### config.mk
export PLATFORM = sky130hd
export DESIGN_NAME = bus_arbiter
export DESIGN_NICKNAME = d
export VERILOG_FILES = /design/src/rtl/bus_arbiter_pkg.sv /design/src/rtl/bus_arb_select.sv /design/src/rtl/bus_arbiter.sv
export SDC_FILE = /design/constraint.sdc
export NUM_CORES = 1
export LEC_CHECK = 0
export BUFFER_PORTS_ARGS = -buffer_cell sky130_fd_sc_hd__buf_2
export CORE_AREA = 2 2 137 139
export DETAILED_ROUTE_END_ITERATION = 10
export DIE_AREA = 0 0 139 141
export GPL_TIMING_DRIVEN = 0
export PLACE_DENSITY = 0.73
export SLEW_MARGIN = 20
export SYNTH_ARGS = -nofsm -noshare
export SYNTH_HDL_FRONTEND = slang
export SYNTH_SLANG_ARGS = --single-unit
### constraint.sdc
create_clock -name i_clk -period 2.25 [get_ports i_clk]
set_input_delay 0.5625 -clock i_clk [delete_from_list [all_inputs] [get_ports i_clk]]
set_output_delay 0.5625 -clock i_clk [all_outputs]
set_load 0.05 [all_outputs]
### src/rtl/bus_arbiter_pkg.sv
// Shared constants, state encoding and index helpers for the three-requester bus arbiter.
package bus_arbiter_pkg;

  localparam int unsigned NUM_REQ   = 3;
  localparam int unsigned REQ_FETCH = 0;
  localparam int unsigned REQ_DATA  = 1;
  localparam int unsigned REQ_AUX   = 2;

  typedef logic [1:0] req_idx_t;

  // Fixed encoding kept stable for legacy debug tooling.
  typedef enum logic [1:0] {
    ST_IDLE = 2'd0,
    ST_BUSY = 2'd1,
    ST_DONE = 2'd2
  } arb_state_e;

  // Next requester index in round-robin order, wrapping aux back to fetch.
  function automatic req_idx_t next_idx(input req_idx_t idx);
    return (idx >= req_idx_t'(NUM_REQ - 1)) ? 2'd0 : idx + 2'd1;
  endfunction

  // Index of the set bit of a one-hot grant; zero when nothing is set.
  function automatic req_idx_t grant_to_idx(input logic [NUM_REQ-1:0] grant);
    req_idx_t idx;
    idx = '0;
    for (int unsigned i = 0; i < NUM_REQ; i++) begin
      if (grant[i]) idx = req_idx_t'(i);
    end
    return idx;
  endfunction

endpackage

### src/rtl/bus_arb_select.sv
// Winner selection for bus_arbiter.
// BUS_ARB_ROUND_ROBIN_EN defined: round-robin starting after the last winner.
// Undefined: fixed priority data > fetch > aux, last winner unused.
module bus_arb_select
  import bus_arbiter_pkg::*;
(
  input  logic [NUM_REQ-1:0] req,
  input  req_idx_t           last,
  output logic [NUM_REQ-1:0] grant
);

`ifdef BUS_ARB_ROUND_ROBIN_EN
  req_idx_t idx0;
  req_idx_t idx1;
  req_idx_t idx2;

  // Search the requesters in rotated order beginning just after the last winner.
  always_comb begin
    idx0  = next_idx(last);
    idx1  = next_idx(idx0);
    idx2  = next_idx(idx1);
    grant = '0;
    if (req[idx0]) begin
      grant[idx0] = 1'b1;
    end else if (req[idx1]) begin
      grant[idx1] = 1'b1;
    end else if (req[idx2]) begin
      grant[idx2] = 1'b1;
    end
  end
`else
  logic unused_last;
  assign unused_last = ^last;

  // Static priority: data accesses first, then instruction fetch, then aux.
  always_comb begin
    grant = '0;
    if (req[REQ_DATA]) begin
      grant[REQ_DATA] = 1'b1;
    end else if (req[REQ_FETCH]) begin
      grant[REQ_FETCH] = 1'b1;
    end else if (req[REQ_AUX]) begin
      grant[REQ_AUX] = 1'b1;
    end
  end
`endif

endmodule

### src/rtl/bus_arbiter.sv
// Three-requester single-slave bus arbiter with ack timeout.
// Arbitration policy selected by macro BUS_ARB_ROUND_ROBIN_EN (defined: round-robin,
// undefined: fixed priority). TIMEOUT must be at least 1.
module bus_arbiter
  import bus_arbiter_pkg::*;
#(
  parameter int unsigned ADDR_W  = 32,
  parameter int unsigned DATA_W  = 32,
  parameter int unsigned TIMEOUT = 255
) (
  input  logic                             i_clk,
  input  logic                             i_rst,
  input  logic [NUM_REQ-1:0]               i_req,
  input  logic [NUM_REQ-1:0]               i_we,
  input  logic [NUM_REQ-1:0][ADDR_W-1:0]   i_addr,
  input  logic [NUM_REQ-1:0][DATA_W-1:0]   i_wdata,
  input  logic [NUM_REQ-1:0][DATA_W/8-1:0] i_mask,
  output logic [NUM_REQ-1:0]               o_ack,
  output logic [NUM_REQ-1:0]               o_err,
  output logic [DATA_W-1:0]                o_rdata,
  output logic                             o_s_req,
  output logic                             o_s_we,
  output logic [ADDR_W-1:0]                o_s_addr,
  output logic [DATA_W-1:0]                o_s_wdata,
  output logic [DATA_W/8-1:0]              o_s_mask,
  input  logic                             i_s_ack,
  input  logic [DATA_W-1:0]                i_s_rdata,
  output logic [NUM_REQ-1:0]               o_grant,
  output logic                             o_busy
);

  // Count only reaches TIMEOUT-1 before the FSM leaves BUSY.
  localparam int unsigned CNT_W = (TIMEOUT < 2) ? 1 : $clog2(TIMEOUT);

  arb_state_e            state_q;
  arb_state_e            state_d;
  logic [NUM_REQ-1:0]    grant_q;
  logic [NUM_REQ-1:0]    sel_grant;
  req_idx_t              win_idx;
  req_idx_t              last_sel;
  logic                  we_q;
  logic [ADDR_W-1:0]     addr_q;
  logic [DATA_W-1:0]     wdata_q;
  logic [DATA_W/8-1:0]   mask_q;
  logic [CNT_W-1:0]      cnt_q;
  logic [DATA_W-1:0]     rdata_q;
  logic [NUM_REQ-1:0]    ack_q;
  logic [NUM_REQ-1:0]    err_q;
  logic                  start;
  logic                  ack_hit;
  logic                  timeout_hit;

  assign start       = (state_q == ST_IDLE) && (|i_req);
  assign ack_hit     = (state_q == ST_BUSY) && i_s_ack;
  // A real ack in the final counted cycle takes precedence over the timeout.
  assign timeout_hit = (state_q == ST_BUSY) && !i_s_ack && (cnt_q == CNT_W'(TIMEOUT - 1));
  assign win_idx     = grant_to_idx(sel_grant);

  bus_arb_select u_select (
    .req   (i_req),
    .last  (last_sel),
    .grant (sel_grant)
  );

`ifdef BUS_ARB_ROUND_ROBIN_EN
  req_idx_t last_q;

  // Remember the most recent winner so the next search starts after it.
  always_ff @(posedge i_clk or negedge i_rst) begin
    if (!i_rst) begin
      last_q <= req_idx_t'(REQ_AUX);
    end else if (start) begin
      last_q <= win_idx;
    end
  end

  assign last_sel = last_q;
`else
  assign last_sel = req_idx_t'(REQ_AUX);
`endif

  // Next-state logic for IDLE -> BUSY -> DONE -> IDLE.
  always_comb begin
    state_d = state_q;
    unique case (state_q)
      ST_IDLE: if (start) state_d = ST_BUSY;
      ST_BUSY: if (ack_hit || timeout_hit) state_d = ST_DONE;
      ST_DONE: state_d = ST_IDLE;
      default: state_d = ST_IDLE;
    endcase
  end

  // State register.
  always_ff @(posedge i_clk or negedge i_rst) begin
    if (!i_rst) begin
      state_q <= ST_IDLE;
    end else begin
      state_q <= state_d;
    end
  end

  // Owner tracking: set on grant, held through DONE so the ack can be steered, then cleared.
  always_ff @(posedge i_clk or negedge i_rst) begin
    if (!i_rst) begin
      grant_q <= '0;
    end else if (start) begin
      grant_q <= sel_grant;
    end else if (state_q == ST_DONE) begin
      grant_q <= '0;
    end
  end

  // Latch the winner's payload so the requester may change or drop it mid-transaction.
  always_ff @(posedge i_clk or negedge i_rst) begin
    if (!i_rst) begin
      we_q    <= 1'b0;
      addr_q  <= '0;
      wdata_q <= '0;
      mask_q  <= '0;
    end else if (start) begin
      we_q    <= i_we[win_idx];
      addr_q  <= i_addr[win_idx];
      wdata_q <= i_wdata[win_idx];
      mask_q  <= i_mask[win_idx];
    end
  end

  // Cycles spent in BUSY; held at zero elsewhere so each transaction starts fresh.
  always_ff @(posedge i_clk or negedge i_rst) begin
    if (!i_rst) begin
      cnt_q <= '0;
    end else if (state_q == ST_BUSY) begin
      cnt_q <= cnt_q + CNT_W'(1);
    end else begin
      cnt_q <= '0;
    end
  end

  // Completion: one-cycle ack/err pulses in DONE, read data captured or zeroed on timeout.
  always_ff @(posedge i_clk or negedge i_rst) begin
    if (!i_rst) begin
      ack_q   <= '0;
      err_q   <= '0;
      rdata_q <= '0;
    end else begin
      ack_q <= '0;
      err_q <= '0;
      if (ack_hit) begin
        ack_q   <= grant_q;
        rdata_q <= i_s_rdata;
      end else if (timeout_hit) begin
        ack_q   <= grant_q;
        err_q   <= grant_q;
        rdata_q <= '0;
      end
    end
  end

  assign o_s_req   = (state_q == ST_BUSY);
  assign o_s_we    = (state_q == ST_BUSY) && we_q;
  assign o_s_addr  = addr_q;
  assign o_s_wdata = wdata_q;
  assign o_s_mask  = mask_q;
  assign o_busy    = (state_q == ST_BUSY);
  assign o_grant   = grant_q;
  assign o_ack     = ack_q;
  assign o_err     = err_q;
  assign o_rdata   = rdata_q;

endmodule

-- Word level (Yosys, flattened, before mapping)
Index checks and enable logic that the tools add are counted.
- magnitude comparators: 1
- add/subtract/negate cells: 1
- muxes and demuxes: 27
- equality and inequality tests: 5
- reductions and logical operators: 12
- operators with widths (cell ; number):
    $bmux W32 S2 ; 2
    $mux W32 ; 4
    $mux W3 ; 5
    $add A8 B1 Y8 const B ; 1
    $bmux W4 S2 ; 1
    $eq A8 B8 Y1 const B ; 1
    $mux W1 ; 8
    $mux W8 ; 1
    $mux W2 ; 3
    $logic_and A1 B1 Y1 ; 5
    $mux W4 ; 1
    $pmux W2 S2 ; 1
    $reduce_bool A2 Y1 ; 2
    $lt A2 B3 Y1 const B ; 1
    $reduce_or A3 Y1 ; 1
    $bmux W1 S2 ; 1
    $eq A2 B1 Y1 const B ; 1
    $eq A2 B2 Y1 const B ; 1
    $logic_not A2 Y1 ; 1
    $ne A2 B1 Y1 const B ; 1
    $ne A2 B2 Y1 const B ; 1
    $reduce_and A2 Y1 ; 1
    $logic_not A1 Y1 ; 1
    $logic_or A1 B1 Y1 ; 1
- register bits: 120
- output and inout bits: 112
- logic and storage cells: 56
- bits of input ports: 245

-- Longest topological paths before layout
- depth in word-level cells: 6
- gate-level depth with buffers: 7

-- Modules after synthesis
Synthesis repeated with hierarchy kept, for this count alone.
- cell total of the unflattened synthesis: 679
- area total of the unflattened synthesis: 6739.0 µm²
- modules (own cells, without submodules) (module ; area each (µm²) ; instances ; cells each):
    bus_arbiter ; 6712.7 ; 1 ; 676
    bus_arb_select ; 26.3 ; 1 ; 3

-- Worst setup path after synthesis
Ideal clock, no wire load.
- path kind: register to output
- from: register state_q[1]
- to: output o_s_we
- arrival: 1.574 ns
- path slack: 0.114 ns
- buffers on the path: 1
- cell stages (with the launch flop): 5
- data required time: 1.688 ns
- cells stage by stage: dfrtp_1 > nand2b_1 > buf_2 > inv_1 > and2_1
- cells in the longest elaborated chain, start to end: 2
- ends and longest elaborated chain (item ; line ; RTL):
    start, declared ; bus_arbiter.sv:35 ; arb_state_e state_q;
    start signal, assigned ; bus_arbiter.sv:98 ; state_q <= state_d;
    $eq A2 B1 Y1 ; - ;
    net o_busy ; bus_arbiter.sv:29 ; output logic o_busy
    $logic_and A1 B1 Y1 ; bus_arbiter.sv:160 ; assign o_s_we = (state_q == ST_BUSY) && we_q;
    end, declared ; bus_arbiter.sv:22 ; output logic o_s_we,
The timed path passes the listed nets, and every way through them passes these cells.

-- Final worst setup path
- from: register state_q[1]
- to: output o_s_we
- cells in the longest elaborated chain, start to end: 2
- ends and longest elaborated chain (item ; line):
    $eq A2 B1 Y1 ; bus_arbiter.sv:160
    $logic_and A1 B1 Y1 ; bus_arbiter.sv:160
No other way between the ends.

==> flow_metrics.env <==
export IMPL_antenna_left=0
export IMPL_synth_top_area_cell="dfrtp_1"
export IMPL_drc=0
export IMPL_portBuffers=356
export IMPL_critPathKind="register to primary output"
export IMPL_place_ws_ps=-609
export IMPL_path_max_fanout=10
export IMPL_viasPerCell=4.71
export IMPL_placedCellCount=1076
export IMPL_path_clk_slew_ps=60
export IMPL_track_usage=0.183
export IMPL_final_cell_mix="buf_2 (367), mux2_2 (187), dfrtp_1 (119)"
export IMPL_rows=50
export IMPL_syn_inst=485
export IMPL_dp_hpwl_mm=14.7
export IMPL_switching_share=0.476
export IMPL_cts_hold_buf=0
export IMPL_yosys_area_top_type_share=0.475
export IMPL_p_per_area_mw_per_mm2=1500
export IMPL_pwr_share_clk=0.208
export IMPL_stdcell_count=1105
export IMPL_outcome="finished clean"
export IMPL_cts_path_max_buffers=2
export IMPL_crit_arrival_ps=1580
export IMPL_die_area_mm2=0.0196
export IMPL_area_growth_pct=43.3
export IMPL_mostFrequentLayoutCell="buf_2"
export IMPL_timing_final_max_slew_violations=0
export IMPL_core_area_mm2=0.0183
export IMPL_grt_overflow_total=0
export IMPL_fin_worst_skew_ps=6.84
export IMPL_cts_buffers=17
export IMPL_grt_pass1_vias=5286
export IMPL_ys_ff_latch=120
export IMPL_yosysUniqueCellTypes=30
export IMPL_synth_nets=732
export IMPL_drt_pass1_iter_count=4
export IMPL_antenna_found_initial=0
export IMPL_tightest_slew_ps=859
export IMPL_irDropWorstVdd_uv=1040
export IMPL_avgSynthCellArea_um2=13.0
export IMPL_cp_start_kind="register"
export IMPL_clockRootBuffer="clkbuf_16"
export IMPL_die_w_um=139
export IMPL_diodes=0
export IMPL_htreeDepth=4
export IMPL_grt_max_degree=73
export IMPL_rsz0062_at_grt="true"
export IMPL_slew_headroom=0.428
export IMPL_syn_area_mm2=0.00632
export IMPL_reg2regPathDepth=5
export IMPL_vias=5204
export IMPL_wire_per_inst_um=16.7
export IMPL_seq_area_frac_synth=0.475
export IMPL_initial_core_util=0.346
export IMPL_tns_ps=0
export IMPL_max_freq_mhz=466
export IMPL_cts_sinks=120
export IMPL_grt_pass1_wl_mm=28.0
export IMPL_p_int_mw=7.14
export IMPL_fin_crit_sh=0.954
export IMPL_cp_required_ps=1690
export IMPL_leakagePower_nw=4.47
export IMPL_clkLatencyLatePin_ps=400
export IMPL_cp_end_kind="primary output"
export IMPL_drtIter0Drc=162
export IMPL_p_switching_mw=6.48
export IMPL_gp_congestion=0.815
export IMPL_pwr_share_comb=0.524
export IMPL_io_pins=357
export IMPL_drive_above_1_share=0.710
export IMPL_setup_viol=0
export IMPL_drv_cap=0
export IMPL_cts_tree="yes"
export IMPL_postCtsSetupBuffers=0
export IMPL_synth_warnings=0
export IMPL_min_path_type="input pin to async pin"
export IMPL_seqPwrFrac=0.268
export IMPL_layout_min_cycle_time_ps=2150
export IMPL_wirelength_mm=18.5
export IMPL_setup_ws_ps=104
export IMPL_final_nets=1107
export IMPL_synthTopCellsByArea="dfrtp_1 (47%), mux2_2 (33%), mux2_4 (4.7%)"
export IMPL_finalHoldViolCount=0
export IMPL_fp_dieH_um=141
[path summary, 6_finish.rpt]
path	startpoint	to	slack, ps
setup / recovery	state_q[1]	o_s_we	100
min in group i_clk	i_s_rdata[14]	o_rdata[14]	360
hold / removal	i_rst	o_rdata[2]	100
hold reg to reg	cnt_q[0]	cnt_q[0]	490
setup reg to reg	state_q[0]	o_s_addr[4]	180
max in group asynchronous	i_rst	o_s_wdata[12]	1420
[cell type report]
class	count	area [µm²]
buffer	36	181
inverter	4	15.0
multi-input combinational	324	3130
clock buffer	18	439
sequential	120	3000
tap	234	293
clock inverter	12	176
timing repair buffer	357	1820
fill	1693	9210
[timing repair]
item,in CTS,in global routing
setup endpoints to repair,57,36
gates resized for setup,5,9
pin swaps,0,0
[state kept, by name (all words and copies together), names as in the netlist]
register and flops:
o_ack 3, we_q 1, o_s_wdata 32, cnt_q 8, o_s_addr 32, state_q 2
o_err 3, o_grant 3, o_rdata 32, o_s_mask 4
[per-stage QoR]
stage | util | power (mW) | instance area (µm²) | hold slack (ps)
after floorplan | - | 8.98 | 6320 | 267
after global placement | 0.460 | 10.7 | 8400 | 479
after detailed placement | 0.462 | 10.9 | 8430 | 489
after CTS | 0.495 | 13.8 | 9050 | 100
after global routing | 0.496 | 14.3 | 9060 | 111
final | 0.496 | 13.6 | 9060 | 95.2
[cells in the mapped netlist (all sizes together)]
| cell | instances |
|---|---|
| dfrtp | 120 |
| o31ai | 2 |
| ha | 2 |
| and2 | 5 |
| a21oi | 5 |
| or3b | 1 |
| nand3b | 1 |
| o2bb2ai | 32 |
| xnor2 | 1 |
| o21a | 3 |
| nor2 | 6 |
| nor3 | 2 |
| buf | 22 |
| o41ai | 1 |
| nand2b | 2 |
| or3 | 4 |
| o21ai | 5 |
| nand2 | 36 |
| nor4 | 1 |
| inv | 4 |
| o31a | 1 |
| mux2 | 207 |
| clkbuf | 15 |
| xor2 | 2 |
| nand4 | 1 |
| nand3 | 4 |
[layer usage]
metal,up-vias,part of all wire,global-route usage
met5,-,0,0
met4,0,0.023,0.0585
met3,26,0.065,0.0530
met2,211,0.51,0.330
met1,2463,0.40,0.210
li1,2504,-,-
[kinds of logic (layout without fill, tap and decap cells)]
kind of cell | count (synthesis) | after routing | synth area share
buf+inv | 41 | 427 | 0.0303
flops | 120 | 120 | 0.475
mux | 207 | 207 | 0.381
fa+ha+maj | 2 | 2 | 0.00396
simple gates | 63 | 63 | 0.0451
compound gates | 49 | 49 | 0.0610
xor+xnor | 3 | 3 | 0.00416
[worst max-delay path: stages, from the launching register on]
cell and delay, ps:
dfrtp_2 440, nand2b_1 170, buf_4 180, inv_2 90
and2_1 150, buf_6 160
[power by group through the flow]
stage	combinational, mW	sequential [mW]	clock, mW
finish	7.13	3.65	2.83
global route	7.47	3.80	3.00
CTS	7.20	3.66	2.89
detailed placement	7.18	3.68	0
global placement	7.09	3.65	0
floorplan	2.02	6.96	0
Power figures use the tool's default switching activity.
